$ cat src/rtl/reaction_responder.sv
`default_nettype none
// ============================================================================
// Module      : reaction_responder
// Description : Automatic reaction-timer subject: after the stimulus LED rises,
//               waits a BCD-programmed tick count, then presses key_n.
// Revision    : 1.0 - initial release
// ============================================================================
module reaction_responder #(
    parameter int CLK_HZ     = 50000000,
    parameter int TICK_HZ    = 1000,
    parameter int HOLD_TICKS = 20
) (
    input  logic        CLOCK_50,
    input  logic        resetn,
    input  logic        arm,
    input  logic        stim,
    input  logic [15:0] delay_bcd,
    output logic        key_n,
    output logic        busy,
    output logic        done,
    output logic        aborted,
    output logic [15:0] elapsed_bcd
);

    localparam int C_DIV = CLK_HZ / TICK_HZ;
    localparam int C_PW  = (C_DIV > 1) ? $clog2(C_DIV) : 1;

    typedef enum logic [2:0] {
        S_IDLE  = 3'd0,
        S_ARMED = 3'd1,
        S_COUNT = 3'd2,
        S_PRESS = 3'd3,
        S_DONE  = 3'd4
    } state_t;

    state_t            r_state;
    state_t            w_next;
    logic              r_sync1;
    logic              r_sync2;
    logic              r_stimD;
    logic [C_PW-1:0]   r_pre;
    logic [7:0]        r_hold;
    logic [15:0]       r_delay;
    logic              w_rise;
    logic              w_fall;
    logic              w_tick;
    logic              w_match;
    logic              w_holdEnd;

    function automatic logic [15:0] clampBcd(input logic [15:0] v);
        logic [15:0] r;
        for (int i = 0; i < 4; i++) begin
            r[i*4 +: 4] = (v[i*4 +: 4] > 4'd9) ? 4'd9 : v[i*4 +: 4];
        end
        return r;
    endfunction

    // Decimal increment that sticks at 9999 instead of wrapping.
    function automatic logic [15:0] incBcd(input logic [15:0] v);
        logic [15:0] r;
        logic        carry;
        r     = v;
        carry = 1'b1;
        if (v != 16'h9999) begin
            for (int i = 0; i < 4; i++) begin
                if (carry) begin
                    if (v[i*4 +: 4] >= 4'd9) begin
                        r[i*4 +: 4] = 4'd0;
                    end else begin
                        r[i*4 +: 4] = v[i*4 +: 4] + 4'd1;
                        carry       = 1'b0;
                    end
                end
            end
        end
        return r;
    endfunction

    assign w_rise    = r_sync2 & ~r_stimD;
    assign w_fall    = ~r_sync2 & r_stimD;
    assign w_tick    = (r_pre == C_PW'(C_DIV - 1));
    assign w_match   = (elapsed_bcd == r_delay);
    assign w_holdEnd = w_tick && (r_hold == 8'(HOLD_TICKS - 1));

    always_comb begin
        w_next = r_state;
        case (r_state)
            S_IDLE:  if (arm) w_next = S_ARMED;
            S_ARMED: if (w_rise) w_next = S_COUNT;
            S_COUNT: begin
                if (w_fall) begin
                    w_next = S_IDLE;
                end else if (w_match) begin
                    w_next = S_PRESS;
                end
            end
            S_PRESS: if (w_holdEnd) w_next = S_DONE;
            S_DONE:  w_next = S_IDLE;
            default: w_next = S_IDLE;
        endcase
    end

    always_ff @(posedge CLOCK_50 or negedge resetn) begin
        if (!resetn) begin
            r_state <= S_IDLE;
            r_sync1 <= 1'b0;
            r_sync2 <= 1'b0;
            r_stimD <= 1'b0;
        end else begin
            r_state <= w_next;
            r_sync1 <= stim;
            r_sync2 <= r_sync1;
            r_stimD <= r_sync2;
        end
    end

    // Prescaler and hold counter restart on every state change.
    always_ff @(posedge CLOCK_50 or negedge resetn) begin
        if (!resetn) begin
            r_pre  <= '0;
            r_hold <= 8'd0;
        end else if (w_next != r_state) begin
            r_pre  <= '0;
            r_hold <= 8'd0;
        end else if (r_state == S_COUNT || r_state == S_PRESS) begin
            r_pre <= w_tick ? '0 : r_pre + 1'b1;
            if (r_state == S_PRESS && w_tick) begin
                r_hold <= r_hold + 8'd1;
            end
        end else begin
            r_pre <= '0;
        end
    end

    always_ff @(posedge CLOCK_50 or negedge resetn) begin
        if (!resetn) begin
            r_delay     <= 16'h0000;
            elapsed_bcd <= 16'h0000;
        end else begin
            if (r_state == S_IDLE && arm) begin
                r_delay <= clampBcd(delay_bcd);
            end
            if (r_state == S_ARMED && w_rise) begin
                elapsed_bcd <= 16'h0000;
            end else if (r_state == S_COUNT && w_tick && !w_match) begin
                elapsed_bcd <= incBcd(elapsed_bcd);
            end
        end
    end

    // Outputs decode the next state so they are registered yet state-aligned.
    always_ff @(posedge CLOCK_50 or negedge resetn) begin
        if (!resetn) begin
            key_n   <= 1'b1;
            busy    <= 1'b0;
            done    <= 1'b0;
            aborted <= 1'b0;
        end else begin
            key_n   <= (w_next != S_PRESS);
            busy    <= (w_next != S_IDLE);
            done    <= (w_next == S_DONE);
            aborted <= (r_state == S_COUNT) && w_fall;
        end
    end

endmodule
`default_nettype wire

$ cat config.mk
export PLATFORM = sky130hd
export DESIGN_NAME = reaction_responder
export DESIGN_NICKNAME = d
export VERILOG_FILES = /design/src/rtl/reaction_responder.sv
export SDC_FILE = /design/constraint.sdc
export NUM_CORES = 1
export LEC_CHECK = 0
export ABC_AREA = 1
export CORE_MARGIN = 5
export CORE_UTILIZATION = 28
export CTS_BUF_LIST = sky130_fd_sc_hd__clkbuf_4 sky130_fd_sc_hd__clkbuf_8
export CTS_CLUSTER_SIZE = 14
export DETAILED_ROUTE_END_ITERATION = 7
export SLEW_MARGIN = 30
export SYNTH_ARGS = -nofsm -noshare
export SYNTH_HDL_FRONTEND = slang
export SYNTH_SLANG_ARGS = --single-unit
$ cat constraint.sdc
create_clock -name CLOCK_50 -period 2.5 [get_ports CLOCK_50]
set_clock_uncertainty 0.05 [all_clocks]
set_input_delay 0.375 -clock CLOCK_50 [delete_from_list [all_inputs] [get_ports CLOCK_50]]
set_output_delay 0.375 -clock CLOCK_50 [all_outputs]
set_load 0.03 [all_outputs]
# Yosys cells after proc, flatten, opt, wreduce, memory -nomap -nowiden
# Index checks and enable logic that the tools add are counted.
# totals
register_bits,66
latch_bits,0
ram_bits,0
mem_bits_ro,0
input_bits,20
output_inout_bits,20
elab_cells,106
mem_count,0
# op_classes
addsub,6
n_mul,0
div,0
order_cmp,8
n_eq_ne,10
shift,0
muxes,40
n_bitwise,4
reduce_logical,23
# op_table
cell,count
$mux W16,6
$mux W4,11
$mux W8,3
$add A16 B1 Y16 const B,1
$add A4 B1 Y4 const B,4
$eq A16 B16 Y1,1
$eq A16 B16 Y1 const B,1
$ge A4 B4 Y1 const B,4
$gt A4 B4 Y1 const B,4
$ne A16 B16 Y1 const B,1
$mux W3,5
$mux W1,14
$reduce_bool A2 Y1,7
$pmux W3 S4,1
$reduce_and A3 Y1,3
$add A8 B1 Y8 const B,1
$eq A8 B5 Y1 const B,1
$logic_and A1 B1 Y1,7
$eq A3 B2 Y1 const B,2
$reduce_and A2 Y1,2
$eq A3 B1 Y1 const B,1
$eq A3 B3 Y1 const B,1
$logic_not A3 Y1,1
$ne A3 B2 Y1 const B,1
other kinds (6),8

# Depth between registers and ports, before layout
# Gate-level depths: netlist (run 1).
# logic_depth
depth_word,17
ltp_mapped,12

# Worst setup path after synthesis (run 1)
# OpenSTA, ideal clock, no wires.
# synth_path
path_kind,reg-to-reg
startpoint,register elapsed_bcd[8]
endpoint,register elapsed_bcd[12]
t_arrival_ns,1.784
setup_slack_ns,0.547
path_stages_with_launch,9
n_path_buf,0
cell_sequence,dfrtp_1 > inv_1 > ha_1 > a31oi_1 > nand2_1 > o21ai_1 > nand2_1 > nand2_1 > nand2_1
# synth_between
elab_chain_cells,8
word_cells_on_any_way,14
classes_between,order compare: 1; eq/ne: 2; mux: 5; reduce/logical: 6
# synth_rtl
element,line_no,source
from (decl),22,output logic [15:0] elapsed_bcd
from (signal assigned),146,elapsed_bcd <= incBcd(elapsed_bcd);
$ge A4 B4 Y1,67,if (v[i*4 +: 4] >= 4'd9) begin
$mux W1,67,
$mux W1,66,if (carry) begin
$mux W1,64,if (v != 16'h9999) begin
$mux W1,145,end else if (r_state == S_COUNT && w_tick && !w_match) begin
$mux W1,143,if (r_state == S_ARMED && w_rise) begin
$reduce_bool A2 Y1 (no line),-,
$reduce_and A3 Y1 (no line) *,-,
# Mark *: on every way between the ends. The rest lies on a longest branch, timed or not. The select of a mux whose other input is x is not followed.
# A chain may end at the register's enable or synchronous reset.

# Final worst setup path (run 1)
# layout_path
startpoint,register elapsed_bcd[9]
endpoint,register elapsed_bcd[14]
# Same word-level chain as after synthesis.

==> metrics.txt, run 1 <==
Highest Clock Rate 0.4693 GHz; gr usage total 11.28%; Leak Pwr 2.206 nW; status complete, no violations; hpwl dp 6879 µm; Synth warnings 0; fraction of layout cells with a size suffix above 1 13.69%; RSZ-0062 raised after global routing false; total iterations of the first detailed-routing run 4; Setup WS pre-CTS 0.3698 ns; Fin Setup TNS 0 ns; Max Slew Vio Count 0; # clock sinks 66; launch point of the worst hold path r_sync1; Seq cells post-synth 66; met3 WL 339 µm; met2 WL 4325 µm; final setup fails 0; Slew @ Worst Pin 0.5975 ns; final worst path period share 85.22%; Die X-Extent 131.4 µm; Overall Power 0.004339 W; DIE AREA 17260 µm²; worst min path class reg -> reg; Synth area leader dfrtp_1; first-pass GRT wire length 16210 µm; worst reg2reg startpoint elapsed_bcd[9]; drt initial violations 140; nets@finish 606; TritonCTS clock tree built; CP Max Fanout 6; most frequent cells in the layout nand2_1 (134), dfrtp_1 (65), inv_1 (59); cells after synthesis 524; vias in the first global route 3432; highest routed layer met4; Pwr Density 875.3 nW/µm²; FP Rows 44; M1 WL 4794 µm; Worst Hold Path EP r_sync2; Synth-to-Final Area Change 20.13%; Worst-path clk slew 0.08 ns; top post-synthesis cells by area dfrtp_1 (39%), nand2_1 (12%), nor2_4 (6.5%); GP Congestion 0.8563; routed len/inst 12.67 µm; Setup Crit Path Kind reg -> reg; synthesized area per cell 7.875 µm²; Via density 4.560; port bufs 39; commonest non-fill, non-tap cell in the layout nand2_1; drc violations 0; Slew HR 60.08%; CP startpoint kind flop; antenna violations before repair 0; hold path cells 0; final hold viol count 0; r2r endpoint elapsed_bcd[14]; Antenna Nets Post-Route 0; cells on worst reg2reg path 9; final wirelength 9645 µm; Max Cap Violations 0; Max IR drop VDD 0.5025 mV; reg-to-reg setup timing slack 0.37 ns; post-CTS setup buffer count 0; CTS root buf clkbuf_8; worst setup margin 0.3694 ns; Syn Nets 558; total CTS buffers 9; Core Region 14480 µm²; Crit. End Element flop; sequential area share after synthesis 40.05%; IO Pins 40; FF+latch area 1653 µm²; proportion of netlist area held by the largest area contributor 39.42%; Mapped Area 4126 µm²; Starting Density 28.50%; H-tree Lvls 3; Netlist cell types 40; n_diodes 0; later-pin clock latency in the skew report 0.37 ns; largest net degree at the start of global routing 67; layout filler cell count 1527; clk buf depth 2; minimum clock period 2.131 ns; Die H 131.4 µm; area of the multi-input gates 2155 µm²; CP required 2.71 ns; CP Data Arrival Time 2.34 ns; vias 3470; GR Overflow Total 0
[cell type report]
class                      count  share of cell area (%)
clock buffer                   9                   2.499
clock inverter                 7                   2.070
inverter                      68                   5.149
multi-input combinational    383                   43.46
sequential                    66                   33.34
tap                          184                   4.644
timing repair buffer          44                   8.834
[metal layers]
layer  up-vias  track usage [%]
met4         0            4.914
met2        70            17.78
met1      1626            14.95
met3        11            2.408
li1       1763                -
met5         -                0
[Yosys cell counts (all sizes together)]
master	n
xnor2	3
a211oi	1
nand2	141
nor3b	2
o21bai	2
a31o	2
nand3b	3
a21oi	5
ha	14
inv	68
a31oi	2
nand3	46
dfrtp	65
nor3	20
buf	3
nor4	3
nor2	84
o21ai	20
xor2	12
nand4	12
dfstp	1
or2	5
a22oi	4
o211ai	2
clkbuf	4
[metrics by stage]
step | cells | area, µm² | hold slack, ns | utilization (%)
floorplan | 524 | 4126 | 0.02941 | -
global placement | 744 | 4721 | 0.2856 | 32.60
detailed placement | 744 | 4721 | 0.2887 | 32.60
CTS | 761 | 4957 | 0.3082 | 34.24
global route | 761 | 4957 | 0.3168 | 34.24
finish | 761 | 4957 | 0.3059 | 34.24
[worst max-delay path by stage]
stage / startpoint / to / slack, ns
6_report: elapsed_bcd[9] / elapsed_bcd[14] / 0.37
5_1_grt: elapsed_bcd[9] / elapsed_bcd[12] / 0.18
4_1_cts: elapsed_bcd[9] / elapsed_bcd[14] / 0.35
3_5_place_dp: elapsed_bcd[9] / elapsed_bcd[14] / 0.37
3_3_place_gp: elapsed_bcd[9] / elapsed_bcd[13] / 0.43
2_1_floorplan: elapsed_bcd[8] / elapsed_bcd[12] / 0.55
[state kept, by name, indices dropped and copies added (netlist names), 3 cells and up]
name / count
r_state: 3
elapsed_bcd: 16
r_hold: 8
r_delay: 16
r_pre: 16
[cells by family (layout without fill, tap and decap cells)]
| logic type | Yosys count | in the layout | share of synthesized area [%] |
|---|---|---|---|
| fa+ha+maj | 14 | 14 | 4.245 |
| buf+inv | 75 | 128 | 7.732 |
| flops | 66 | 66 | 40.05 |
| compound gates | 38 | 38 | 5.488 |
| xor+xnor | 15 | 15 | 3.184 |
| simple gates | 316 | 316 | 39.30 |
[where the power goes]
part | total (W) | switching [W] | internal (W) | leakage (nW)
Sequential | 0.00150 | 0.000214 | 0.00129 | 0.862
Combinational | 0.00178 | 0.00119 | 0.000593 | 1.23
Clock | 0.00105 | 0.000485 | 0.000570 | 0.110
Total | 0.00434 | 0.00189 | 0.00245 | 2.21
[repair_timing]
action,4_1_cts,5_1_grt
endpoints found under the setup margin,0,0
resized for setup,0,0
hold buffers,1,0
endpoints found under the hold margin,52,0
[worst max-delay path: stages (launching register included)]
cell     delay (ns)
dfrtp_1        0.45
inv_1          0.13
ha_1           0.19
inv_1          0.06
a31oi_1        0.40
nand2_1        0.10
o21ai_1        0.33
nand2_1        0.18
nand2_1        0.09
nand2_1        0.05
No activity file was read; power rests on OpenSTA's default activity.
==> run 2: changes to the inputs <==
CELL_PAD_IN_SITES_DETAIL_PLACEMENT = 0   (was unset)
CELL_PAD_IN_SITES_GLOBAL_PLACEMENT = 2   (was unset)
PLACE_DENSITY_LB_ADDON = 0.1   (was unset)
SKIP_CTS_REPAIR_TIMING = 1   (was unset)
clock period = 2.4 ns   (was 2.5 ns; I/O delays follow)
==> metrics.txt, run 2 (synthesis results as in run 1) <==
Core Region 14480 µm² (unchanged); Slew HR 50.23% (was 60.08%); vias in the first global route 3429 (was 3432); Via density 4.477 (was 4.560); Die H 131.4 µm (unchanged); total CTS buffers 9 (unchanged); vias 3434 (was 3470); reg-to-reg setup timing slack 0.27 ns (was 0.37 ns); RSZ-0062 raised after global routing false (unchanged); largest net degree at the start of global routing 29 (was 67); Max Cap Violations 0 (unchanged); non-filler cells, final 767 (was 761); Leak Pwr 2.232 nW (was 2.206 nW); CP Data Arrival Time 2.34 ns (about the same); area of the multi-input gates 2155 µm² (unchanged); FP Rows 44 (unchanged); Worst-path clk slew 0.08 ns (about the same); Pwr Density 911.5 nW/µm² (was 875.3 nW/µm²); final setup fails 0 (unchanged); Starting Density 28.50% (unchanged); commonest non-fill, non-tap cell in the layout nand2_1 (unchanged); antenna violations before repair 0 (unchanged); Critical path origin elapsed_bcd[0] (was elapsed_bcd[9]); dpl cells 751 (was 744); cells on worst reg2reg path 10 (was 9); final worst path period share 88.76% (was 85.22%); Fin Setup TNS 0 ns (unchanged); Synth-to-Final Area Change 20.95% (was 20.13%); DIE AREA 17260 µm² (unchanged); TritonCTS clock tree built (unchanged); CP startpoint kind flop (unchanged); final wirelength 10790 µm (was 9645 µm); status complete, no violations (unchanged); nets@finish 612 (was 606); Setup WS pre-CTS 0.2549 ns (was 0.3698 ns); CP Max Fanout 7 (was 6); hpwl dp 8002 µm (was 6879 µm); Highest Clock Rate 0.4694 GHz (was 0.4693 GHz); fraction of layout cells with a size suffix above 1 14.75% (was 13.69%); Slew @ Worst Pin 0.7466 ns (was 0.5975 ns); gr usage total 13.07% (was 11.28%); first-pass GRT wire length 18440 µm (was 16210 µm); r2r endpoint elapsed_bcd[15] (was elapsed_bcd[14]); largest registers elapsed_bcd (16), r_delay (16), r_pre (16) (unchanged); later-pin clock latency in the skew report 0.36 ns (was 0.37 ns); layout filler cell count 1553 (was 1527); Max IR drop VDD 0.6387 mV (was 0.5025 mV); worst setup margin 0.2697 ns (was 0.3694 ns); GP Congestion 0.7539 (was 0.8563); IO Pins 40 (unchanged); Die X-Extent 131.4 µm (unchanged); final hold viol count 0 (unchanged); Max Slew Vio Count 0 (unchanged); CP required 2.61 ns (was 2.71 ns); GR Overflow Total 0 (unchanged); Antenna Nets Post-Route 0 (unchanged); FF+latch area 1653 µm² (unchanged); Setup Crit Path Kind reg -> reg (unchanged); routed len/inst 14.06 µm (was 12.67 µm); worst reg2reg startpoint elapsed_bcd[0] (was elapsed_bcd[9]); # clock sinks 66 (unchanged); port bufs 39 (unchanged); drt initial violations 219 (was 140); H-tree Lvls 3 (unchanged); Crit. End Element flop (unchanged); total iterations of the first detailed-routing run 4 (unchanged); worst min path class in -> async (was reg -> reg); n_diodes 0 (unchanged); most frequent cells in the layout nand2_1 (134), dfrtp_1 (65), inv_1 (59) (unchanged); clk buf depth 2 (unchanged); CTS root buf clkbuf_8 (unchanged); drc violations 0 (unchanged); minimum clock period 2.130 ns (was 2.131 ns)
## run 2: cell types whose count changed in the layout (fill, tap and decap cells not counted), sizes merged
cell,change
buf,+7
clkinvlp,+1
dlygate4sd3,-1
inv,-1
## run 2: area by class of cell
class                      instances  area share (%)
clock buffer                       9           2.482
clock inverter                     7           1.880
inverter                          68           5.114
multi-input combinational        383           43.17
sequential                        66           33.12
tap                              184           4.613
timing repair buffer              50           9.626
## run 2: worst max-delay path, cell delays in order, from the launching register on
cell and delay [ns]:
dfrtp_1 0.49, inv_1 0.14, ha_1 0.21, nand3_1 0.07, nand2_1 0.10, nor2_1 0.19, nand2_1 0.07, o21ai_1 0.35
nand2_1 0.22, nand2_1 0.10, nand2_1 0.05
## run 2: per-stage QoR
stage / hold slack, ns / area, µm² / utilization, % / total power, W
after floorplan: 0.01441 / 4126 / - / 0.003025
after CTS: 0.01873 / 4991 / 34.47 / 0.004648
after global routing: 0.05025 / 4991 / 34.47 / 0.004913
final: 0.004730 / 4991 / 34.47 / 0.004549
after detailed placement: 0.2958 / 4773 / 32.97 / 0.003542
after global placement: 0.2837 / 4773 / 32.97 / 0.003552
## run 2: metal layers
metal,up-vias,wire (µm),track usage (%)
met4,0,197,5.143
met3,12,414,2.791
met5,-,0,0
met2,60,4446,17.97
met1,1580,5728,19.76
li1,1782,-,-
## run 2: power breakdown
group	total, W	internal (W)	switching, W
Combinational	0.00192	0.000635	0.00129
Clock	0.00107	0.000583	0.000487
Sequential	0.00156	0.00134	0.000215
## run 2: worst max-delay path by stage
stage                     slack, ns              end
after floorplan                0.45  elapsed_bcd[12]
after global placement         0.23  elapsed_bcd[14]
after detailed placement       0.25  elapsed_bcd[15]
after CTS                      0.24  elapsed_bcd[15]
after global routing           0.04  elapsed_bcd[14]
final                          0.27  elapsed_bcd[15]
